[src/rtl/rat_pkg.sv]
// Shared types and constants for the RAT MCU fetch front end.
package rat_pkg;

    localparam int ADDR_W = 10;

    typedef enum logic [1:0] {
        ST_INIT  = 2'd0,
        ST_FETCH = 2'd1,
        ST_EXEC  = 2'd2,
        ST_INTR  = 2'd3
    } state_t;

    // PC_MUX_SEL encodings; value 3 is reserved and leaves the PC unchanged.
    localparam logic [1:0] PCSEL_IMMED = 2'd0;
    localparam logic [1:0] PCSEL_STACK = 2'd1;
    localparam logic [1:0] PCSEL_INTR  = 2'd2;

    localparam logic [ADDR_W-1:0] INTR_VEC  = 10'h3FF;
    localparam logic [ADDR_W-1:0] RESET_VEC = 10'h000;

endpackage

[src/rtl/pc_fetch_ctrl_if.sv]
// Decoder/ROM-facing bus of the fetch controller, plus FSM state for observation.
interface pc_fetch_ctrl_if
    import rat_pkg::*;
#(
    parameter int ADDR_W = rat_pkg::ADDR_W
);
    logic              PC_LD;
    logic [1:0]        PC_MUX_SEL;
    logic [ADDR_W-1:0] FROM_IMMED;
    logic [ADDR_W-1:0] FROM_STACK;
    logic              INTR;
    logic              INT_EN;
    logic [ADDR_W-1:0] ADDR;
    logic [ADDR_W-1:0] PC_COUNT;
    logic              IR_VALID;
    logic              INTR_ACK;
    logic [ADDR_W-1:0] RET_ADDR;
    state_t            STATE;

    // No backpressure exists: IR_VALID qualifies the ROM word for exactly the
    // EXEC cycle, and RET_ADDR is meaningful only while INTR_ACK is high.
    modport master (
        output PC_LD, PC_MUX_SEL, FROM_IMMED, FROM_STACK, INTR, INT_EN,
        input  ADDR, PC_COUNT, IR_VALID, INTR_ACK, RET_ADDR, STATE
    );

    modport slave (
        input  PC_LD, PC_MUX_SEL, FROM_IMMED, FROM_STACK, INTR, INT_EN,
        output ADDR, PC_COUNT, IR_VALID, INTR_ACK, RET_ADDR, STATE
    );

endinterface

[src/rtl/pc_fetch_ctrl_program_counter.sv]
// Program counter register with increment and source-selected load.
module program_counter
    import rat_pkg::*;
#(
    parameter int                ADDR_W    = rat_pkg::ADDR_W,
    parameter logic [ADDR_W-1:0] INTR_VEC  = rat_pkg::INTR_VEC,
    parameter logic [ADDR_W-1:0] RESET_VEC = rat_pkg::RESET_VEC
) (
    input  logic              CLK,
    input  logic              RST,
    input  logic              LD,
    input  logic              INC,
    input  logic [1:0]        SEL,
    input  logic [ADDR_W-1:0] DIN_IMMED,
    input  logic [ADDR_W-1:0] DIN_STACK,
    output logic [ADDR_W-1:0] PC,
    output logic [ADDR_W-1:0] PC_NEXT
);

    // Load wins over increment; the two are never requested together by the FSM.
    always_comb begin
        PC_NEXT = PC;
        if (LD) begin
            case (SEL)
                PCSEL_IMMED: PC_NEXT = DIN_IMMED;
                PCSEL_STACK: PC_NEXT = DIN_STACK;
                PCSEL_INTR:  PC_NEXT = INTR_VEC;
                default:     PC_NEXT = PC;
            endcase
        end else if (INC) begin
            PC_NEXT = PC + ADDR_W'(1);
        end
    end

    always_ff @(posedge CLK) begin
        if (RST) begin
            PC <= RESET_VEC;
        end else begin
            PC <= PC_NEXT;
        end
    end

endmodule

[src/rtl/pc_fetch_ctrl.sv]
// RAT MCU fetch sequencer: INIT/FETCH/EXEC/INTR FSM, interrupt pending latch and PC.
module pc_fetch_ctrl
    import rat_pkg::*;
#(
    parameter int                ADDR_W    = rat_pkg::ADDR_W,
    parameter logic [ADDR_W-1:0] INTR_VEC  = rat_pkg::INTR_VEC,
    parameter logic [ADDR_W-1:0] RESET_VEC = rat_pkg::RESET_VEC
) (
    input  logic            CLK,
    input  logic            RST,
    pc_fetch_ctrl_if.slave  bus
);

    state_t            state;
    state_t            state_nx;
    logic              pending;
    logic              pending_nx;
    logic              take_intr;
    logic [ADDR_W-1:0] pc;
    logic [ADDR_W-1:0] pc_next;
    logic [ADDR_W-1:0] ret_addr;
    logic              pc_ld;
    logic              pc_inc;
    logic [1:0]        pc_sel;

    assign take_intr = (state == ST_EXEC) && ((pending || bus.INTR) && bus.INT_EN);

    always_ff @(posedge CLK) begin
        if (RST) begin
            state <= ST_INIT;
        end else begin
            state <= state_nx;
        end
    end

    always_comb begin
        state_nx = state;
        case (state)
            ST_INIT:  state_nx = ST_FETCH;
            ST_FETCH: state_nx = ST_EXEC;
            ST_EXEC:  state_nx = take_intr ? ST_INTR : ST_FETCH;
            ST_INTR:  state_nx = ST_FETCH;
            default:  state_nx = ST_INIT;
        endcase
    end

    always_comb begin
        bus.IR_VALID = (state == ST_EXEC);
        bus.INTR_ACK = (state == ST_INTR);
        pc_inc       = (state == ST_FETCH);
        pc_ld        = ((state == ST_EXEC) && bus.PC_LD) || (state == ST_INTR);
        pc_sel       = (state == ST_INTR) ? PCSEL_INTR : bus.PC_MUX_SEL;
    end

    // Requests seen while already in INTR are absorbed by that entry.
    always_comb begin
        pending_nx = pending;
        if (state == ST_INTR || take_intr) begin
            pending_nx = 1'b0;
        end else if (bus.INTR) begin
            pending_nx = 1'b1;
        end
    end

    // Captured on entry so RET_ADDR is already valid during the INTR cycle.
    always_ff @(posedge CLK) begin
        if (RST) begin
            pending  <= 1'b0;
            ret_addr <= '0;
        end else begin
            pending <= pending_nx;
            if (take_intr) begin
                ret_addr <= pc_next;
            end
        end
    end

    program_counter #(
        .ADDR_W    (ADDR_W),
        .INTR_VEC  (INTR_VEC),
        .RESET_VEC (RESET_VEC)
    ) u_pc (
        .CLK       (CLK),
        .RST       (RST),
        .LD        (pc_ld),
        .INC       (pc_inc),
        .SEL       (pc_sel),
        .DIN_IMMED (bus.FROM_IMMED),
        .DIN_STACK (bus.FROM_STACK),
        .PC        (pc),
        .PC_NEXT   (pc_next)
    );

    assign bus.ADDR     = pc;
    assign bus.PC_COUNT = pc;
    assign bus.RET_ADDR = ret_addr;
    assign bus.STATE    = state;

endmodule

[src/flat_wrapper.sv]
// flat-port wrapper written by rule: the top's interface ports become plain ports
module pc_fetch_ctrl_flat import rat_pkg::*;
#(
    parameter int                ADDR_W    = rat_pkg::ADDR_W,
    parameter logic [ADDR_W-1:0] INTR_VEC  = rat_pkg::INTR_VEC,
    parameter logic [ADDR_W-1:0] RESET_VEC = rat_pkg::RESET_VEC
)
  (CLK, RST, bus_PC_LD, bus_PC_MUX_SEL, bus_FROM_IMMED, bus_FROM_STACK, bus_INTR, bus_INT_EN, bus_ADDR, bus_PC_COUNT, bus_IR_VALID, bus_INTR_ACK, bus_RET_ADDR, bus_STATE);
  pc_fetch_ctrl_if #(.ADDR_W(ADDR_W)) bus_i ();
  input  logic CLK;
  input  logic RST;
  input wire logic [$bits(bus_i.PC_LD)-1:0] bus_PC_LD;
  input wire logic [$bits(bus_i.PC_MUX_SEL)-1:0] bus_PC_MUX_SEL;
  input wire logic [$bits(bus_i.FROM_IMMED)-1:0] bus_FROM_IMMED;
  input wire logic [$bits(bus_i.FROM_STACK)-1:0] bus_FROM_STACK;
  input wire logic [$bits(bus_i.INTR)-1:0] bus_INTR;
  input wire logic [$bits(bus_i.INT_EN)-1:0] bus_INT_EN;
  output wire logic [$bits(bus_i.ADDR)-1:0] bus_ADDR;
  output wire logic [$bits(bus_i.PC_COUNT)-1:0] bus_PC_COUNT;
  output wire logic [$bits(bus_i.IR_VALID)-1:0] bus_IR_VALID;
  output wire logic [$bits(bus_i.INTR_ACK)-1:0] bus_INTR_ACK;
  output wire logic [$bits(bus_i.RET_ADDR)-1:0] bus_RET_ADDR;
  output wire logic [$bits(bus_i.STATE)-1:0] bus_STATE;
  assign bus_i.PC_LD = bus_PC_LD;
  assign bus_i.PC_MUX_SEL = bus_PC_MUX_SEL;
  assign bus_i.FROM_IMMED = bus_FROM_IMMED;
  assign bus_i.FROM_STACK = bus_FROM_STACK;
  assign bus_i.INTR = bus_INTR;
  assign bus_i.INT_EN = bus_INT_EN;
  assign bus_ADDR = bus_i.ADDR;
  assign bus_PC_COUNT = bus_i.PC_COUNT;
  assign bus_IR_VALID = bus_i.IR_VALID;
  assign bus_INTR_ACK = bus_i.INTR_ACK;
  assign bus_RET_ADDR = bus_i.RET_ADDR;
  assign bus_STATE = bus_i.STATE;
  pc_fetch_ctrl #(.ADDR_W(ADDR_W), .INTR_VEC(INTR_VEC), .RESET_VEC(RESET_VEC)) u_core (.CLK(CLK), .RST(RST), .bus(bus_i));
endmodule
[config.mk]
export PLATFORM = sky130hd
export DESIGN_NAME = pc_fetch_ctrl_flat
export DESIGN_NICKNAME = d
export VERILOG_FILES = /design/src/rtl/rat_pkg.sv /design/src/rtl/pc_fetch_ctrl_if.sv /design/src/rtl/pc_fetch_ctrl_program_counter.sv /design/src/rtl/pc_fetch_ctrl.sv /design/src/flat_wrapper.sv
export SDC_FILE = /design/constraint.sdc
export NUM_CORES = 1
export LEC_CHECK = 0
export ABC_CLOCK_PERIOD_IN_PS = 1800
export CAP_MARGIN = 20
export CELL_PAD_IN_SITES_DETAIL_PLACEMENT = 1
export CELL_PAD_IN_SITES_GLOBAL_PLACEMENT = 2
export CORE_MARGIN = 3
export CORE_UTILIZATION = 24
export CTS_BUF_LIST = sky130_fd_sc_hd__clkbuf_8 sky130_fd_sc_hd__clkbuf_16
export CTS_CLUSTER_SIZE = 24
export DETAILED_ROUTE_END_ITERATION = 12
export PLACE_DENSITY_LB_ADDON = 0.1
export SKIP_LAST_GASP = 1
export SYNTH_ARGS = -nofsm -noshare
export SYNTH_HDL_FRONTEND = slang
export SYNTH_SLANG_ARGS = --single-unit
export TNS_END_PERCENT = 30
[constraint.sdc]
create_clock -name CLK -period 1.8 [get_ports CLK]
set_clock_uncertainty 0.15 [all_clocks]
set_input_delay 0.18 -clock CLK [delete_from_list [all_inputs] [get_ports CLK]]
set_output_delay 0.18 -clock CLK [all_outputs]
set_load 0.02 [all_outputs]
==> After elaboration in Yosys (flattened, before gate mapping) <==
Cells that the tools add are included.
Widths: inputs -> output; s select.
{ "word_totals": {"regBits": 23, "latchBits": 0, "ram_bits": 0, "mem_bits_ro": 0, "inputBits": 27, "output_inout_bits": 34, "elab_cells": 26, "mem_count": 0} }
{ "op_classes": {"n_addsub": 1, "mul": 0, "n_div": 0, "magnitude_cmp": 0, "n_eq_ne": 5, "shifts": 0, "muxes": 6, "n_bitwise": 0, "reduce_logical": 10} }
{ "ops": {"columns": ["cell", "count"], "rows": [
  ["$pmux 10 s3", 1],
  ["$mux 10", 2],
  ["$add 10x1->10 const B", 1],
  ["$eq 2x2->1 const B", 3],
  ["$pmux 2 s3", 1],
  ["$eq 2x1->1 const B", 2],
  ["$logic_not 2->1", 2],
  ["$mux 2", 2],
  ["$reduce_or 2->1", 2],
  ["$logic_and 1x1->1", 3],
  ["$logic_or 1x1->1", 3]
]} }

==> Depth between registers and ports, before layout <==
Gate-level depths: netlist (run 1).
{ "logic_depth": {"depth_word": 5, "ltp_mapped": 5, "depth_no_buf": 5} }

==> Hierarchy <==
From an unflattened synthesis (run 1), not the netlist that was laid out.
{ "unflattened": {"hier_cells": 160, "area_unflattened_um2": 1463.9} }
{ "modules_own_cells": {"columns": ["module", "n_inst", "cells_each", "area_each_um2", "seq_area_each_um2"], "rows": [
  ["program_counter", 1, 92, 779.5, 200.2],
  ["pc_fetch_ctrl", 1, 68, 684.4, 260.2]
]} }

==> Least setup slack after synthesis (run 1) <==
Ideal clock, no wire load.
{ "synth_timing": {"path_type": "register to register", "startpoint": "reg u_core.state[1] (netlist: u_core.bus.STATE[1])", "endpoint": "reg u_core.ret_addr[3] (netlist: u_core.bus.RET_ADDR[3])", "setup_time_ns": 0.117, "arrival_ns": 1.530, "required_ns": 1.533, "setup_slack_ns": 0.003, "stages_incl_launch_ff": 5, "n_path_buf": 1, "synth_period_minus_slack_ns": 1.797, "path_cell_list": "dfxtp_1 -> nor2b_2 -> nand2_1 -> buf_2 -> a32o_1"} }
{ "synth_via": {"word_cells_on_any_way": 13, "classes_between": "eq/ne (5); mux (4); reduce/logical (4)"} }
{ "synth_rtl": {"columns": ["element", "line_no", "rtl"], "rows": [
  ["start, declared", "pc_fetch_ctrl.sv:14", "state_t state;"],
  ["start signal, assigned", "pc_fetch_ctrl.sv:32", "state <= state_nx;"],
  ["$eq 2x2->1 *", null, null],
  ["named net bus_IR_VALID", "flat_wrapper.sv:20", "output wire logic [$bits(bus_i.IR_VALID)-1:0] bus_IR_VALID;"],
  ["$logic_and 1x1->1", "pc_fetch_ctrl.sv:51", "pc_ld = ((state == ST_EXEC) && bus.PC_LD) || (state == ST_INTR);"],
  ["$logic_or 1x1->1", "pc_fetch_ctrl.sv:51", null],
  ["$mux 10", "pc_fetch_ctrl_program_counter.sv:23", "if (LD) begin"],
  ["end signal, assigned", "pc_fetch_ctrl.sv:73", "ret_addr <= pc_next;"],
  ["end, declared", "pc_fetch_ctrl.sv:21", "logic [ADDR_W-1:0] ret_addr;"]
]} }
The timed path passes the listed nets; every way through them passes the cells marked *.
A chain may end at the register's enable or synchronous reset.

==> Worst setup path in the final report (run 1) <==
{ "layout_timing": {"startpoint": "reg u_core.u_pc.PC[2]", "endpoint": "out bus_PC_COUNT[2]"} }
{ "layout_rtl": {"columns": ["element", "line_no", "rtl"], "rows": [
  ["start, declared", "pc_fetch_ctrl_program_counter.sv:16", "output logic [ADDR_W-1:0] PC,"],
  ["start signal, assigned", "pc_fetch_ctrl_program_counter.sv:37", "PC <= RESET_VEC;"],
  ["start signal, assigned", "pc_fetch_ctrl_program_counter.sv:39", "PC <= PC_NEXT;"],
  ["end, declared", "flat_wrapper.sv:19", "output wire logic [$bits(bus_i.PC_COUNT)-1:0] bus_PC_COUNT;"]
]} }
No word-level cell between the ends.

==> flow_metrics.py, run 1 <==
metrics = {
    "timing": {
        "fin_crit_ns": 1.77,
        "max_freq_mhz": 565,
        "period_share_pct": 98.4,
        "rsz0062_at_grt": "true",
        "drv_slew": 0,
        "slew_headroom_pct": 72.2,
        "tightest_slew_ns": 0.413,
        "hold_violations": 0,
        "setup_viol": 0,
        "setup_tns_ns": 0,
    },
    "clock_network": {
        "ctsHoldBuffers": 0,
        "ctsHtreeMaxLevel": 1,
        "insertion_delay_ns": 0.27,
        "post_cts_buffers": 0,
        "clockBufferDepth": 2,
        "cts.sinks": 23,
        "clk_pin_slew_worst_paths_ns": 0.09,
        "root_buffer": "clkbuf_8",
        "cts_tree": "built",
        "cts_made_buffers": 3,
    },
    "worst_setup_path": {
        "worst-r2r-setup-slack_ns": 0.14,
        "end_kind": "output port",
        "crit_path_max_fanout": 6,
        "crit_buf_inv": 1,
        "worst_ep_required_time_ns": 1.47,
        "path_class": "register to output port",
        "rr_startpoint": "u_core.u_pc.PC[5]",
        "rr_worst_depth": 4,
        "critPathTopFamily": "buffers and inverters",
        "path_cells": "clkdlybuf4s50_1",
        "arrival_ns": 1.44,
        "critPathSlowestCell": "clkdlybuf4s50_1",
        "r2r_end": "u_core.u_pc.PC[9]",
        "slowest_delay_ns": 0.68,
        "cp-start-kind": "register",
    },
    "synthesis": {
        "ys.flop_type": "dfxtp_1",
        "async_reset_ff_share_pct": 0,
        "avgSynthCellArea_um2": 9.42,
        "ys_warn_count": 0,
        "syn_inst": 148,
        "syn_area_um2": 1390,
        "yosysUniqueCellTypes": 50,
        "yosysSeqAreaShare_pct": 33.0,
        "synth_edf_count": 0,
        "syn_nets": 176,
        "ys_ff_latch": 23,
    },
    "routing": {
        "via_per_inst": 4.91,
        "drt-pass1-iter-count": 4,
        "route.detailed.drc": 0,
        "drt_iter0_markers": 46,
        "via_count": 1408,
        "ant_nets": 0,
        "wl_per_cell_um": 16.3,
        "wl_mm": 4.69,
    },
    "pwr": {
        "switchingPower_uw": 412,
        "vdd.ir_drop.worst_mv": 0.267,
        "power_mw": 1.31,
        "power_density_nw_per_um2": 598,
        "pwr-share-comb_pct": 30.9,
        "power.internal_uw": 900,
        "p_leak_nw": 0.927,
        "swShare_pct": 31.4,
        "power_frac_clock_pct": 25.7,
        "pwr-share-seq_pct": 43.4,
    },
    "run_status": {
        "status": "complete, no violations",
    },
    "global_routing": {
        "antenna_found_initial": 0,
        "first_global_vias": 1474,
        "grt_max_degree": 17,
        "grt_pass1_wl_mm": 7.40,
        "grt_overflow": 0,
        "grt_use_total_pct": 14.4,
    },
    "layout": {
        "fin_util_pct": 39.3,
        "drive_above_1_share_pct": 18.1,
        "antenna_cells": 0,
        "regArea_um2": 465,
        "multi_input_area_um2": 796,
        "final_common_cell": "clkdlybuf4s50_1",
        "layoutNonFillerInstCount": 287,
        "area_growth_pct": 57.3,
        "num-nets-final": 244,
        "fin_area_um2": 2190,
        "fillCellCount": 658,
        "mostFrequentLayoutCells": "57 x clkdlybuf4s50_1, 21 x dfxtp_1, 18 x buf_4",
    },
    "place": {
        "gp_congestion": 0.774,
        "port_buffers": 60,
        "hpwlAfterDp_mm": 3.72,
        "dpl-instance-area_um2": 2140,
        "placed_cells": 283,
    },
    "floorplan": {
        "die_area_um2": 6760,
        "rows": 27,
        "ios": 61,
        "die_h_um": 82.2,
        "start_util_pct": 25.0,
        "core_area_um2": 5570,
        "die_w_um": 82.2,
    },
    "worst_hold_path": {
        "min_to": "u_core.bus.RET_ADDR[5]",
        "hold_path.class": "register to register",
        "hold_depth": 2,
        "min_from": "u_core.bus.RET_ADDR[5]",
    },
    "run": {
        "max_cap_violations": 0,
    },
}
[state kept, by name, summed over array words and instances, names as in the netlist]
name,flops
u_core.bus.RET_ADDR,10
u_core.bus.STATE,2
u_core.pending,1
u_core.u_pc.PC,10
[area by class of cell]
cell class | count | area share (%)
multi-input cells | 104 | 36.3
well taps | 72 | 4.11
repair buffers | 80 | 35.6
flip-flops and latches | 23 | 21.2
clock inverters | 1 | 0.228
inverters | 4 | 0.685
clock buffers | 3 | 1.88
[power by group through the flow]
stage	clock network, mW	registers [mW]	logic, mW
3_3_place_gp	0	0.580	0.403
4_1_cts	0.352	0.571	0.411
5_1_grt	0.375	0.575	0.435
2_1_floorplan	0	0.610	0.179
3_5_place_dp	0	0.582	0.411
6_report	0.338	0.569	0.405
[cells by family after synthesis]
kind of cell             Yosys count  share of synthesized area [%]
buffers and inverters             21                           9.87
flip-flops                        23                           33.0
multiplexers                      11                           7.90
adder cells (fa/ha/maj)            1                          0.898
AND/OR/NAND/NOR                   55                           25.5
AO/OA/AOI/OAI                     37                           22.8
[synth_stat cells (all sizes together), types with 2 or more instances]
| cell type | n | area, um^2 |
|---|---|---|
| a2111oi | 3 | 51.3 |
| a211oi | 3 | 22.5 |
| a21o | 2 | 15.0 |
| a21oi | 7 | 35.0 |
| and2 | 5 | 31.3 |
| and3 | 3 | 18.8 |
| buf | 16 | 119 |
| dfxtp | 23 | 460 |
| inv | 4 | 15.0 |
| mux2i | 11 | 110 |
| nand2 | 12 | 45.0 |
| nand3 | 6 | 30.0 |
| nand4 | 3 | 25.0 |
| nand4b | 2 | 38.8 |
| nor2 | 7 | 26.3 |
| nor3 | 7 | 56.3 |
| nor4 | 4 | 31.3 |
| o2111ai | 2 | 17.5 |
| o21a | 3 | 22.5 |
| o21ai | 4 | 20.0 |
| o31ai | 2 | 15.0 |
| o41ai | 4 | 57.6 |
[worst max-delay path by stage]
| stage | from | endpoint | cells past startpoint |
|---|---|---|---|
| finish | u_core.u_pc.PC[2] | bus_PC_COUNT[2] | 1 |
| global route | u_core.u_pc.PC[2] | bus_PC_COUNT[2] | 1 |
| CTS | u_core.bus.STATE[0] | bus_INTR_ACK | 2 |
| detailed placement | bus_PC_MUX_SEL[1] | u_core.bus.RET_ADDR[0] | 5 |
| global placement | bus_PC_MUX_SEL[1] | u_core.bus.RET_ADDR[0] | 5 |
| floorplan | u_core.bus.STATE[1] | u_core.bus.RET_ADDR[3] | 4 |
[layer usage]
| metal | GRT usage [%] | up-vias | wire length, um |
|---|---|---|---|
| met1 | 17.8 | 681 | 2040 |
| met5 | 0 | - | 0 |
| met2 | 24.7 | 40 | 2360 |
| li1 | - | 683 | - |
| met3 | 2.82 | 4 | 255 |
| met4 | 4.98 | 0 | 38 |
[what timing repair did]
item / 4_1_cts / 5_1_grt
hold endpoints to repair: 0 / 0
setup endpoints to repair: 6 / 7
resized for setup: 3 / 3
[stage by stage]
| stage | hold WS (ns) | setup WS [ns] |
|---|---|---|
| floorplan | 0.0977 | 0.00302 |
| global placement | 0.302 | -0.100 |
| detailed placement | 0.307 | -0.126 |
| CTS | 0.328 | -0.0738 |
| global route | 0.351 | -0.0302 |
| finish | 0.321 | 0.0287 |
No activity file was read; power rests on OpenSTA's default activity.
==> run 2, diff against run 1 <==
ABC_AREA = 1   (was not set)
CORE_UTILIZATION = 21   (was 24)
PLACE_DENSITY = 0.85   (was not set)
PLACE_DENSITY_LB_ADDON = not set   (was 0.1)
==> run 2 against run 1 <==
Compared with the run above:
- die area grew 18%
- largest power group unchanged
- design area fell by 0.34%
- critical path type unchanged
- clock power down 1%
- sequential power shrank 0.9%
- combinational power hardly changed
- worst hold slack gained 0.081 ns
- worst setup slack improved by 0.033 ns
- first-iteration DRC count increased by 57%
- area after synthesis up 4.6%
==> flow_metrics.py, run 2 <==
metrics = {
    "run_status": {
        "status": "complete, no violations",
    },
    "worst_setup_path": {
        "path_class": "register to output port",
        "worstSetupEndpoint": "bus_STATE[0]",
        "worst_ep_required_time_ns": 1.47,
        "arrival_ns": 1.41,
        "end_kind": "output port",
        "rr_worst_depth": 8,
        "rr_startpoint": "u_core.bus.STATE[0]",
        "startpoint": "u_core.bus.STATE[0]",
        "path_cells": "buf_4 -> clkdlybuf4s50_1",
        "cp-start-kind": "register",
        "worst-r2r-setup-slack_ns": 0.22,
        "critPathSlowestCell": "clkdlybuf4s50_1",
        "slowest_delay_ns": 0.61,
        "r2r_end": "u_core.bus.RET_ADDR[7]",
        "crit_path_max_fanout": 8,
    },
    "timing": {
        "max_freq_mhz": 575,
        "period_share_pct": 96.6,
        "hold_violations": 0,
        "rsz0062_at_grt": "true",
        "drv_slew": 0,
        "holdWs_ns": 0.402,
        "setup_viol": 0,
        "fin_crit_ns": 1.74,
        "tightest_slew_ns": 0.255,
        "slew_headroom_pct": 82.8,
    },
    "synthesis": {
        "synth_common_cells": "49 x nand2_1, 36 x nand3_1, 26 x nor2_1, 25 x inv_1, 23 x dfxtp_1",
        "async_reset_ff_share_pct": 0,
        "ys.flop_type": "dfxtp_1",
        "yosysTopAreaCell": "dfxtp_1",
        "ys_ff_latch": 23,
        "synthMostInstantiatedCell": "nand2_1",
        "synth_top_area_share_pct": 31.6,
        "yosysUniqueCellTypes": 24,
        "syn_inst": 221,
        "syn_nets": 249,
        "yosysSeqAreaShare_pct": 31.6,
        "yosys-top-cells-area": "dfxtp_1 32%, nand2_1 13%, nand3_1 12%, nor2_1 6.7%, inv_1 6.4%",
        "synth_edf_count": 0,
        "avgSynthCellArea_um2": 6.60,
        "ys_warn_count": 0,
        "syn_area_um2": 1460,
    },
    "routing": {
        "via_count": 1587,
        "wl_per_cell_um": 13.8,
        "wl_mm": 4.96,
        "route.detailed.drc": 0,
        "drt-pass1-iter-count": 4,
        "drt_iter0_markers": 72,
        "via_per_inst": 4.42,
        "ant_nets": 0,
    },
    "floorplan": {
        "start_util_pct": 22.3,
        "ios": 61,
        "die_h_um": 89.3,
        "rows": 29,
        "die_area_um2": 7980,
        "core_area_um2": 6530,
        "die_w_um": 89.3,
    },
    "pwr": {
        "power_density_nw_per_um2": 597,
        "power.internal_uw": 888,
        "power_frac_clock_pct": 25.6,
        "pwr-share-seq_pct": 43.2,
        "power_mw": 1.30,
        "p_leak_nw": 0.943,
        "swShare_pct": 31.9,
        "vdd.ir_drop.worst_mv": 0.216,
        "pwr-share-comb_pct": 31.1,
        "switchingPower_uw": 416,
    },
    "run": {
        "max_cap_violations": 0,
    },
    "global_routing": {
        "first_global_vias": 1617,
        "antenna_found_initial": 0,
        "grt_pass1_wl_mm": 8.08,
        "grt_max_degree": 24,
        "grt_overflow": 0,
        "grt_use_total_pct": 13.1,
    },
    "place": {
        "port_buffers": 60,
        "gp_congestion": 0.757,
        "hpwlAfterDp_mm": 3.86,
        "dpl-instance-area_um2": 2140,
    },
    "layout": {
        "mostFrequentLayoutCells": "58 x clkdlybuf4s50_1, 49 x nand2_1, 36 x nand3_1",
        "fin_area_um2": 2180,
        "num-nets-final": 311,
        "area_growth_pct": 49.9,
        "final_common_cell": "clkdlybuf4s50_1",
        "antenna_cells": 0,
        "fin_util_pct": 33.4,
        "drive_above_1_share_pct": 11.3,
    },
    "clock_network": {
        "cts.sinks": 23,
        "clockBufferDepth": 2,
        "cts_made_buffers": 3,
        "ctsHtreeMaxLevel": 1,
        "clk_pin_slew_worst_paths_ns": 0.09,
        "root_buffer": "clkbuf_8",
        "post_cts_buffers": 0,
        "cts_tree": "built",
        "insertion_delay_ns": 0.27,
    },
    "worst_hold_path": {
        "hold_path.class": "input pin to register",
    },
}
==> run 2: cell types whose count changed after synthesis, sizes merged, moves of 4 or more <==
cell and change:
nand2 +40, nand3 +30, inv +26, nor2 +24, mux2i -11, a21oi +7
nor3 -7, o211ai +7, and2 -5, o41ai -4
==> run 2: worst max-delay path: cells and delay by family, from the launching register on <==
family / cells / cell delay (ns)
buffers and inverters: 2 / 0.79
DFF: 1 / 0.35
==> run 2: kinds of logic after synthesis <==
| logic type | Yosys count | share of synthesized area (%) |
|---|---|---|
| flops | 23 | 31.6 |
| fa+ha+maj | 1 | 0.858 |
| simple gates | 122 | 37.4 |
| compound gates | 28 | 12.2 |
| buf+inv | 47 | 17.9 |
==> run 2: cell type report <==
class / count / area (um^2)
fillers: 829 / 4350
multi-input cells: 151 / 736
repair buffers: 74 / 732
flip-flops and latches: 23 / 460
inverters: 30 / 115
well taps: 77 / 96.3
clock buffers: 3 / 41.3
clock inverters: 1 / 3.75
==> run 2: power groups by stage <==
stage | Combinational, mW | Sequential [mW] | Clock [mW]
global placement | 0.406 | 0.576 | 0
CTS | 0.412 | 0.565 | 0.348
finish | 0.406 | 0.564 | 0.334
floorplan | 0.187 | 0.606 | 0
detailed placement | 0.409 | 0.576 | 0
global route | 0.444 | 0.570 | 0.372
==> run 2: worst min path at each step <==
| stage | startpoint | to | slack [ns] | cells past startpoint |
|---|---|---|---|---|
| after floorplan | RST | u_core.pending | 0.11 | 1 |
| after global placement | u_core.pending | u_core.pending | 0.39 | 2 |
| after detailed placement | u_core.pending | u_core.pending | 0.41 | 2 |
| after CTS | bus_INTR | u_core.pending | 0.41 | 3 |
| after global routing | bus_INTR | u_core.pending | 0.44 | 3 |
| final | bus_INTR | u_core.pending | 0.40 | 3 |
==> run 2: repair_timing <==
action,4_1_cts,5_1_grt
resized for setup,1,1
setup endpoints to repair,2,4
hold buffers,0,0
hold endpoints to repair,0,0
==> run 2: routing by layer <==
| layer | wire length (um) | part of all wire [%] | GRT usage [%] | vias to the layer above |
|---|---|---|---|---|
| met5 | 0 | 0 | 0 | - |
| met4 | 45 | 0.91 | 3.25 | 0 |
| met3 | 249 | 5.0 | 2.21 | 5 |
| met2 | 1960 | 40 | 19.4 | 44 |
| met1 | 2700 | 54 | 19.5 | 710 |
| li1 | - | - | - | 828 |
==> run 2: per-stage QoR <==
step                worst slack, ns  instances  TNS [ns]
global route                -0.0209        359   -0.0384
detailed placement           0.0557        355         0
global placement             0.0676        355         0
floorplan                     0.202        221         0
finish                       0.0613        359         0
CTS                         -0.0524        359   -0.0524
